File: src/rtl/rf_arb_pkg.sv
// rf_arb_pkg: widths, FSM states and requester ids shared by the register-file port arbiter.
package rf_arb_pkg;

   localparam int DATA_W_DEF = 8;
   localparam int ADDR_W_DEF = 2;

   typedef enum logic {
      NORMAL = 1'b0,
      LOCKED = 1'b1
   } arb_state_e;

   typedef enum logic {
      REQ_CU  = 1'b0,
      REQ_DBG = 1'b1
   } req_id_e;

endpackage

File: src/rtl/rf_port_arbiter_if.sv
// rf_port_arbiter_if: one requester's valid/ready request channel plus its fixed-latency read response.
interface rf_port_arbiter_if
   import rf_arb_pkg::*;
#(
   parameter int DATA_W = DATA_W_DEF,
   parameter int ADDR_W = ADDR_W_DEF
);

   logic              req_valid;
   logic              req_ready;
   logic              req_we;
   logic [ADDR_W-1:0] req_addr;
   logic [DATA_W-1:0] req_wdata;
   logic              rsp_valid;
   logic [DATA_W-1:0] rsp_rdata;

   modport master (
      output req_valid, req_we, req_addr, req_wdata,
      input  req_ready, rsp_valid, rsp_rdata
   );

   modport slave (
      input  req_valid, req_we, req_addr, req_wdata,
      output req_ready, rsp_valid, rsp_rdata
   );

endinterface

File: src/rtl/rf_arb_pick.sv
// rf_arb_pick: combinational two-way grant; a ready never looks at its own requester's valid.
// RF_ARB_RR_EN selects round-robin on collision; otherwise the CU always wins.
module rf_arb_pick
   import rf_arb_pkg::*;
(
   input  logic    i_cu_valid,
   input  logic    i_dbg_valid,
   input  logic    i_locked,
`ifdef RF_ARB_RR_EN
   input  req_id_e i_last,
`endif
   output logic    o_cu_ready,
   output logic    o_dbg_ready
);

   logic w_cu_wins;

`ifdef RF_ARB_RR_EN
   assign w_cu_wins = (i_last == REQ_DBG);
`else
   assign w_cu_wins = 1'b1;
`endif

   assign o_cu_ready  = ~i_locked & (~i_dbg_valid | w_cu_wins);
   assign o_dbg_ready =  i_locked | ~i_cu_valid | ~w_cu_wins;

endmodule

File: src/rtl/rf_port_arbiter.sv
// rf_port_arbiter: shares the register-file port between CU and DBG with a DBG lock handshake.
// Optional feature macro: RF_ARB_RR_EN (round-robin collisions); undefined gives fixed CU priority.
module rf_port_arbiter
   import rf_arb_pkg::*;
#(
   parameter int DATA_W = DATA_W_DEF,
   parameter int ADDR_W = ADDR_W_DEF
) (
   input  logic              i_clk,
   input  logic              i_rst_n,
   rf_port_arbiter_if.slave  cu,
   rf_port_arbiter_if.slave  dbg,
   input  logic              i_dbg_lock,
   output logic              o_dbg_lock_ack,
   output logic              o_rf_we,
   output logic [ADDR_W-1:0] o_rf_addr,
   output logic [DATA_W-1:0] o_rf_wdata,
   input  logic [DATA_W-1:0] i_rf_rdata
);

   arb_state_e        r_state;
   logic              r_rf_we;
   logic [ADDR_W-1:0] r_rf_addr;
   logic [DATA_W-1:0] r_rf_wdata;
   logic              r_rd_pend;
   req_id_e           r_rd_tag;
   logic              r_cu_rsp_valid;
   logic              r_dbg_rsp_valid;
   logic [DATA_W-1:0] r_cu_rsp_rdata;
   logic [DATA_W-1:0] r_dbg_rsp_rdata;
`ifdef RF_ARB_RR_EN
   req_id_e           r_last;
`endif

   logic              w_locked;
   logic              w_cu_ready;
   logic              w_dbg_ready;
   logic              w_cu_fire;
   logic              w_dbg_fire;
   logic              w_fire;
   logic              w_sel_we;
   logic [ADDR_W-1:0] w_sel_addr;
   logic [DATA_W-1:0] w_sel_wdata;

   assign w_locked = (r_state == LOCKED);

   rf_arb_pick u_pick (
      .i_cu_valid  (cu.req_valid),
      .i_dbg_valid (dbg.req_valid),
      .i_locked    (w_locked),
`ifdef RF_ARB_RR_EN
      .i_last      (r_last),
`endif
      .o_cu_ready  (w_cu_ready),
      .o_dbg_ready (w_dbg_ready)
   );

   // The grants are mutually exclusive whenever both are valid, so at most one fire per cycle.
   assign w_cu_fire  = cu.req_valid  & w_cu_ready;
   assign w_dbg_fire = dbg.req_valid & w_dbg_ready;
   assign w_fire     = w_cu_fire | w_dbg_fire;

   assign w_sel_we    = w_dbg_fire ? dbg.req_we    : cu.req_we;
   assign w_sel_addr  = w_dbg_fire ? dbg.req_addr  : cu.req_addr;
   assign w_sel_wdata = w_dbg_fire ? dbg.req_wdata : cu.req_wdata;

   always_ff @(posedge i_clk or negedge i_rst_n) begin
      if (!i_rst_n) begin
         r_state         <= NORMAL;
         r_rf_we         <= 1'b0;
         r_rf_addr       <= '0;
         r_rf_wdata      <= '0;
         r_rd_pend       <= 1'b0;
         r_rd_tag        <= REQ_CU;
         r_cu_rsp_valid  <= 1'b0;
         r_dbg_rsp_valid <= 1'b0;
         r_cu_rsp_rdata  <= '0;
         r_dbg_rsp_rdata <= '0;
`ifdef RF_ARB_RR_EN
         r_last          <= REQ_DBG;
`endif
      end else begin
         case (r_state)
            NORMAL:  if (i_dbg_lock)  r_state <= LOCKED;
            LOCKED:  if (!i_dbg_lock) r_state <= NORMAL;
            default: r_state <= NORMAL;
         endcase

         // Stage 1: drive the RF port for the access accepted this cycle.
         r_rf_we   <= w_fire & w_sel_we;
         r_rd_pend <= w_fire & ~w_sel_we;
         if (w_fire) begin
            r_rf_addr <= w_sel_addr;
            r_rd_tag  <= w_dbg_fire ? REQ_DBG : REQ_CU;
            if (w_sel_we) begin
               r_rf_wdata <= w_sel_wdata;
            end
`ifdef RF_ARB_RR_EN
            r_last <= w_dbg_fire ? REQ_DBG : REQ_CU;
`endif
         end

         // Stage 2: steer the RF read data back to the requester that issued the read.
         r_cu_rsp_valid  <= r_rd_pend & (r_rd_tag == REQ_CU);
         r_dbg_rsp_valid <= r_rd_pend & (r_rd_tag == REQ_DBG);
         if (r_rd_pend && r_rd_tag == REQ_CU) begin
            r_cu_rsp_rdata <= i_rf_rdata;
         end
         if (r_rd_pend && r_rd_tag == REQ_DBG) begin
            r_dbg_rsp_rdata <= i_rf_rdata;
         end
      end
   end

   assign cu.req_ready    = w_cu_ready;
   assign dbg.req_ready   = w_dbg_ready;
   assign cu.rsp_valid    = r_cu_rsp_valid;
   assign cu.rsp_rdata    = r_cu_rsp_rdata;
   assign dbg.rsp_valid   = r_dbg_rsp_valid;
   assign dbg.rsp_rdata   = r_dbg_rsp_rdata;
   assign o_dbg_lock_ack  = w_locked;
   assign o_rf_we         = r_rf_we;
   assign o_rf_addr       = r_rf_addr;
   assign o_rf_wdata      = r_rf_wdata;

endmodule

File: src/flat_wrapper.sv
// flat-port wrapper written by rule: the top's interface ports become plain ports
module rf_port_arbiter_flat import rf_arb_pkg::*;
#(
   parameter int DATA_W = DATA_W_DEF,
   parameter int ADDR_W = ADDR_W_DEF
)
  (i_clk, i_rst_n, i_dbg_lock, o_dbg_lock_ack, o_rf_we, o_rf_addr, o_rf_wdata, i_rf_rdata, cu_req_valid, cu_req_we, cu_req_addr, cu_req_wdata, cu_req_ready, cu_rsp_valid, cu_rsp_rdata, dbg_req_valid, dbg_req_we, dbg_req_addr, dbg_req_wdata, dbg_req_ready, dbg_rsp_valid, dbg_rsp_rdata);
  rf_port_arbiter_if #(.DATA_W(DATA_W), .ADDR_W(ADDR_W)) cu_i ();
  rf_port_arbiter_if #(.DATA_W(DATA_W), .ADDR_W(ADDR_W)) dbg_i ();
  input  logic i_clk;
  input  logic i_rst_n;
  input  logic i_dbg_lock;
  output logic o_dbg_lock_ack;
  output logic o_rf_we;
  output logic [ADDR_W-1:0] o_rf_addr;
  output logic [DATA_W-1:0] o_rf_wdata;
  input  logic [DATA_W-1:0] i_rf_rdata;
  input wire logic [$bits(cu_i.req_valid)-1:0] cu_req_valid;
  input wire logic [$bits(cu_i.req_we)-1:0] cu_req_we;
  input wire logic [$bits(cu_i.req_addr)-1:0] cu_req_addr;
  input wire logic [$bits(cu_i.req_wdata)-1:0] cu_req_wdata;
  output wire logic [$bits(cu_i.req_ready)-1:0] cu_req_ready;
  output wire logic [$bits(cu_i.rsp_valid)-1:0] cu_rsp_valid;
  output wire logic [$bits(cu_i.rsp_rdata)-1:0] cu_rsp_rdata;
  input wire logic [$bits(dbg_i.req_valid)-1:0] dbg_req_valid;
  input wire logic [$bits(dbg_i.req_we)-1:0] dbg_req_we;
  input wire logic [$bits(dbg_i.req_addr)-1:0] dbg_req_addr;
  input wire logic [$bits(dbg_i.req_wdata)-1:0] dbg_req_wdata;
  output wire logic [$bits(dbg_i.req_ready)-1:0] dbg_req_ready;
  output wire logic [$bits(dbg_i.rsp_valid)-1:0] dbg_rsp_valid;
  output wire logic [$bits(dbg_i.rsp_rdata)-1:0] dbg_rsp_rdata;
  assign cu_i.req_valid = cu_req_valid;
  assign cu_i.req_we = cu_req_we;
  assign cu_i.req_addr = cu_req_addr;
  assign cu_i.req_wdata = cu_req_wdata;
  assign cu_req_ready = cu_i.req_ready;
  assign cu_rsp_valid = cu_i.rsp_valid;
  assign cu_rsp_rdata = cu_i.rsp_rdata;
  assign dbg_i.req_valid = dbg_req_valid;
  assign dbg_i.req_we = dbg_req_we;
  assign dbg_i.req_addr = dbg_req_addr;
  assign dbg_i.req_wdata = dbg_req_wdata;
  assign dbg_req_ready = dbg_i.req_ready;
  assign dbg_rsp_valid = dbg_i.rsp_valid;
  assign dbg_rsp_rdata = dbg_i.rsp_rdata;
  rf_port_arbiter #(.DATA_W(DATA_W), .ADDR_W(ADDR_W)) u_core (.i_clk(i_clk), .i_rst_n(i_rst_n), .cu(cu_i), .dbg(dbg_i), .i_dbg_lock(i_dbg_lock), .o_dbg_lock_ack(o_dbg_lock_ack), .o_rf_we(o_rf_we), .o_rf_addr(o_rf_addr), .o_rf_wdata(o_rf_wdata), .i_rf_rdata(i_rf_rdata));
endmodule
File: config.mk
export PLATFORM = sky130hd
export DESIGN_NAME = rf_port_arbiter_flat
export DESIGN_NICKNAME = d
export VERILOG_FILES = /design/src/rtl/rf_arb_pkg.sv /design/src/rtl/rf_port_arbiter_if.sv /design/src/rtl/rf_arb_pick.sv /design/src/rtl/rf_port_arbiter.sv /design/src/flat_wrapper.sv
export SDC_FILE = /design/constraint.sdc
export NUM_CORES = 1
export LEC_CHECK = 0
export ABC_AREA = 1
export BUFFER_PORTS_ARGS = -buffer_cell sky130_fd_sc_hd__buf_4
export CAP_MARGIN = 15
export CORE_MARGIN = 4
export CORE_UTILIZATION = 47
export DETAILED_ROUTE_END_ITERATION = 6
export PLACE_DENSITY = 0.89
export SLEW_MARGIN = 5
export SYNTH_ARGS = -nofsm -noshare
export SYNTH_HDL_FRONTEND = slang
export SYNTH_SLANG_ARGS = --single-unit
File: constraint.sdc
create_clock -name i_clk -period 1.73 [get_ports i_clk]
set_input_delay 0.346 -clock i_clk [delete_from_list [all_inputs] [get_ports i_clk]]
set_output_delay 0.346 -clock i_clk [all_outputs]
set_load 0.02 [all_outputs]
==> out/results.tsv, run 1 <==
metric	value	unit
max_freq	665	MHz
critPathTopFamily	flip-flops	
cts_buffers	5	
stdcell_area	1950	um2
synth_area	1420	um2
fin_tns_setup	0	ns
first_pass_iters	4	
seq_area	801	um2
nets	260	
seq_area_frac_synth	56.3	%
power.density	1040	nW/um2
clk_pin_slew	0.09	ns
synth_top_area_cell	dfrtp_1	
ys_ff_latch	32	
chipWidth	63.0	um
start_kind	flop	
rsz0062_at_grt	no	
wl_per_cell	12.8	um
synth_nets	192	
num_io_pins	67	
dp_hpwl	2560	um
cts_tree	built	
grt_pass1_wl	5580	um
drcViolationCount	0	
p_comb_share	33.4	%
critPathLaunch	u_core.o_dbg_lock_ack	
intPower	1.33	mW
core_area	2830	um2
cap_violations	0	
crit_slowest_cell	dfrtp_1	
htreeDepth	2	
drt-total-wl	3280	um
globalRouteOverflowTotal	0	
grt_max_degree	33	
cp_data_arrival_time	1.16	ns
synthCells	157	
ys_top_cells_by_area	dfrtp_1 56%, nand2_1 15%, nand3_1 7.0%	
ys_warn_count	0	
cp_num_buf_inv	2	
ys_async_sr_fraction	100	%
hold_class	primary input to flop	
drt_iter0_markers	32	
area_delta_synth_final	37.1	%
outcome	complete, no violations	
cts_sinks	32	
switching_power	693	uW
post_dp_cell_area	1890	um2
synth_ff_type	dfrtp_1	
final-max-slew-violation-count	0	
end_kind	primary output	
reg2reg_slack	0.42	ns
synth-edff-count	0	
clk_path_buf_depth	2	
fp-row-count	19	
io_buffers	66	
pwr-share-clk	19.0	%
final_cells	256	
antenna_left	0	
tightestPinTransition	0.454	ns
antenna_found_initial	0	
fin_crit_sh	86.9	%
seq_power_share	47.6	%
post-route-min-period	1.50	ns
fp.dieArea	3970	um2
first_global_vias	1275	
cp_max_fo	13	
track_usage	17.9	%
synth.most_common_cell	nand2_1	
synth_top_area_share	56.3	%
postCtsSetupBuffers	0	
cts_root_buf	clkbuf_4	
swShare	34.3	%
fill_cells	238	
p_total	2.02	mW
setup_violations	0	
dp_cells	248	
worst_ir_drop_vdd	0.668	mV
die_h	63.0	um
timing.rr.start	u_core.o_dbg_lock_ack	
hold_viol_final	0	
clk_latency	0.32	ns
synth_common_cells	56 x nand2_1, 32 x dfrtp_1, 20 x nand3_1, 17 x o21ai_0, 16 x inv_1	
start_util	50.3	%
place.gp.congestion	0.831	
routed_via_density	4.81	
finClkSkew	0.00678	ns
hold_slack	0.126	ns
antenna_cells	0	
crit_required	1.38	ns
leakagePower	1.12	nW
synth_area_per_cell	9.06	um2
vias	1231	
path_cells	inv_2, nand2_4, buf_4	
multiInputGateArea	492	um2
min_from	i_dbg_lock	
relSlewSlack	69.6	%
ys_types	13	
crit_type	flop to primary output	
cpPeakStageDelay	0.40	ns
drive_gt1_share	36.0	%
power by group through the flow:
stage                     clock network [mW]  registers, mW  logic [mW]
after floorplan                            0           1.14       0.189
after global placement                     0          0.971       0.669
after detailed placement                   0          0.975       0.684
after CTS                              0.394          0.963       0.686
after global routing                   0.429          0.981       0.738
final                                  0.383          0.961       0.674
placed cells by master (no fill, tap or decap):
cell type	netlist	routed
nand2_4	3	3
o21ai_0	17	17
dfrtp_1	32	32
clkinv_2	0	1
nand3_4	3	3
dlygate4sd3_1	0	1
inv_2	2	2
nor2_1	1	1
clkbuf_1	0	1
inv_1	16	16
clkbuf_4	0	5
nand2_1	56	56
buf_4	0	66
nand2_2	1	1
nand3_1	20	20
kinds of logic after synthesis:
family          count (synthesis)  synth area share (%)
compound gates                 17                  5.98
buf+inv                        24                  9.15
flops                          32                  56.3
simple gates                   84                  28.6
flip-flops by register name (all words and copies together), names as in the netlist:
register and count:
u_core.o_rf_addr 2, u_core.cu.rsp_valid 1, u_core.o_dbg_lock_ack 1, u_core.o_rf_wdata 8, u_core.r_rd_tag 1, u_core.o_rf_we 1
u_core.dbg.rsp_valid 1, u_core.r_rd_pend 1, u_core.cu.rsp_rdata 8, u_core.dbg.rsp_rdata 8
routing by layer:
metal / vias to the layer above / GRT usage [%] / share of wire, %
met5: - / 0 / 0
li1: 625 / - / -
met3: 5 / 4.68 / 6.2
met4: 0 / 6.34 / 1.4
met1: 556 / 21.1 / 40
met2: 45 / 31.1 / 52
worst paths after layout:
path                       cells past startpoint                endpoint
max                                            3           dbg_req_ready
min                                            1   u_core.o_dbg_lock_ack
max reg2reg                                    6    u_core.o_rf_wdata[4]
min reg2reg                                    2    u_core.o_rf_wdata[5]
max in group asynchronous                      2    u_core.o_rf_wdata[6]
min in group asynchronous                      2  u_core.cu.rsp_rdata[1]
repair_timing:
action                                 in CTS  in global routing
hold buffers                                1                  0
endpoints found under the hold margin      32                  0
resized for setup                           0                  0
layout make-up:
type | instances | area share [%]
Sequential cell | 32 | 41.1
Timing Repair Buffer | 67 | 25.9
Multi-Input combinational cell | 101 | 25.2
Inverter | 18 | 3.46
Clock buffer | 6 | 2.12
Tap cell | 31 | 1.99
Clock inverter | 1 | 0.257
metrics by stage:
step | util [%] | worst slack [ns]
CTS | 69.0 | 0.218
global route | 69.0 | 0.169
floorplan | - | 0.496
finish | 69.0 | 0.227
global placement | 67.0 | 0.487
detailed placement | 67.0 | 0.399
No activity file was read; power rests on OpenSTA's default activity.
==> run 2, diff against run 1 <==
- CELL_PAD_IN_SITES_DETAIL_PLACEMENT: unset -> 1
- CELL_PAD_IN_SITES_GLOBAL_PLACEMENT: unset -> 1
- CORE_UTILIZATION: 47 -> 35
- PLACE_DENSITY: 0.89 -> 0.91
==> out/results.tsv, run 2 (synthesis results as in run 1) <==
metric	value	unit	change
outcome	complete, but fails checks		was complete, no violations
failed_checks	hold timing		
p_comb_share	28.3	%	was 33.4%
cts_sinks	32		unchanged
setup_slack	0.286	ns	was 0.227 ns
antenna_left	0		unchanged
clk_pin_slew	0.07	ns	was 0.09 ns
seq_area	801	um2	unchanged
num_io_pins	67		unchanged
pwr-share-clk	31.9	%	was 19.0%
switching_power	746	uW	was 693 uW
crit_type	flop to primary output		unchanged
drt_iter0_markers	50		was 32
tightestPinTransition	0.506	ns	was 0.454 ns
end_kind	primary output		unchanged
reg2reg_slack	0.45	ns	was 0.42 ns
track_usage	16.6	%	was 17.9%
cts_root_buf	clkbuf_8		was clkbuf_4
htreeDepth	2		unchanged
drive_gt1_share	36.9	%	was 36.0%
cap_violations	0		unchanged
stdcell_area	2040	um2	was 1950 um2
relSlewSlack	66.2	%	was 69.6%
cts_buffers	5		unchanged
chipWidth	71.8	um	was 63.0 um
first_global_vias	1400		was 1275
dp_hpwl	3110	um	was 2560 um
hold_slack	-0.00288	ns	was 0.126 ns
antenna_cells	0		unchanged
place.gp.congestion	0.756		was 0.831
finClkSkew	0.00772	ns	was 0.00678 ns
vias	1263		was 1231
nets	259		was 260
layout_commonest_cell	buf_4		unchanged
p_total	2.43	mW	was 2.02 mW
cpPeakStageDelay	0.39	ns	was 0.40 ns
first_pass_iters	4		unchanged
routed_via_density	4.63		was 4.81
io_buffers	66		unchanged
grt_max_degree	33		unchanged
fp.dieArea	5150	um2	was 3970 um2
fin_tns_setup	0	ns	unchanged
cts_tree	built		unchanged
cts-resized-gates	0		unchanged
leakagePower	1.15	nW	was 1.12 nW
globalRouteOverflowTotal	0		unchanged
max_freq	692	MHz	was 665 MHz
crit_required	1.38	ns	about the same
multiInputGateArea	492	um2	unchanged
dp_cells	265		was 248
die_h	71.8	um	was 63.0 um
path_cells	inv_2, nand2_4, buf_4		unchanged
clk_path_buf_depth	2		unchanged
hold_class	primary input to async pin		was primary input to flop
intPower	1.68	mW	was 1.33 mW
swShare	30.7	%	was 34.3%
clk_latency	0.28	ns	was 0.32 ns
worst_ir_drop_vdd	0.695	mV	was 0.668 mV
drt-total-wl	3980	um	was 3280 um
ctsHoldBuffers	0		was 1
setup_violations	0		unchanged
post_dp_cell_area	1920	um2	was 1890 um2
critPathTopFamily	flip-flops		unchanged
cp_data_arrival_time	1.10	ns	was 1.16 ns
crit_slowest_cell	dfrtp_1		unchanged
start_kind	flop		unchanged
grt_pass1_wl	6530	um	was 5580 um
fp-row-count	22		was 19
drcViolationCount	0		unchanged
fin_util	53.8	%	was 69.0%
rsz0062_at_grt	no		unchanged
final_cells	273		was 256
place_ws	0.385	ns	was 0.399 ns
core_area	3800	um2	was 2830 um2
area_delta_synth_final	43.5	%	was 37.1%
start_util	37.5	%	was 50.3%
antenna_found_initial	0		unchanged
layout_common_cells	66 x buf_4, 56 x nand2_1, 32 x dfrtp_1		unchanged
seq_power_share	39.8	%	was 47.6%
hold_viol_final	7		was 0
cp_max_fo	13		unchanged
power.density	1190	nW/um2	was 1040 nW/um2
fin_crit_sh	83.5	%	was 86.9%
post-route-min-period	1.44	ns	was 1.50 ns
cp_num_buf_inv	2		unchanged
fill_cells	452		was 238
postCtsSetupBuffers	0		unchanged
final-max-slew-violation-count	0		unchanged
wl_per_cell	14.6	um	was 12.8 um
==> run 2: cell types whose count changed in the layout (fill, tap and decap cells not counted) <==
cell	delta
clkinv_2	-1
bufinv_16	+1
clkbuf_8	+7
clkbuf_4	-5
dlygate4sd3_1	-1
clkbuf_1	-1
==> run 2: power groups by stage <==
stage / sequential (mW) / clock [mW] / combinational (mW)
6_report: 0.966 / 0.776 / 0.689
5_1_grt: 0.985 / 0.819 / 0.756
4_1_cts: 0.968 / 0.793 / 0.704
3_5_place_dp: 0.979 / 0 / 0.701
3_3_place_gp: 0.970 / 0 / 0.679
2_1_floorplan: 1.14 / 0 / 0.189
==> run 2: area by class of cell <==
type                            count  area share (%)
Sequential cell                    32            39.2
Timing Repair Buffer               66            24.3
Multi-Input combinational cell    101            24.1
Clock buffer                        7            4.72
Inverter                           18            3.31
Tap cell                           48            2.94
Clock inverter                      1            1.47
==> run 2: final timing paths <==
path,depth (start not counted),start,to
setup / recovery,3,u_core.o_dbg_lock_ack,dbg_req_ready
max in group asynchronous,1,i_rst_n,u_core.o_dbg_lock_ack
hold reg to reg,2,u_core.dbg.rsp_rdata[6],u_core.dbg.rsp_rdata[6]
setup reg to reg,6,u_core.o_dbg_lock_ack,u_core.o_rf_wdata[1]
hold / removal,1,i_rst_n,u_core.cu.rsp_rdata[4]
min in group i_clk,1,i_dbg_lock,u_core.o_dbg_lock_ack
==> run 2: worst register-to-register path, delay by kind of cell (launching register included) <==
family                 cells  cell delay, ns
buffers and inverters      1            0.10
AND/OR/NAND/NOR            5            0.70
flip-flops                 1            0.39
==> run 2: per-layer routing <==
metal  up-vias  part of all wire, %  GRT usage [%]
li1        627                    -              -
met1       591                   39           18.5
met2        36                   53           29.4
met3         9                  5.4           5.33
met4         0                  2.6           6.05
met5         -                    0              0
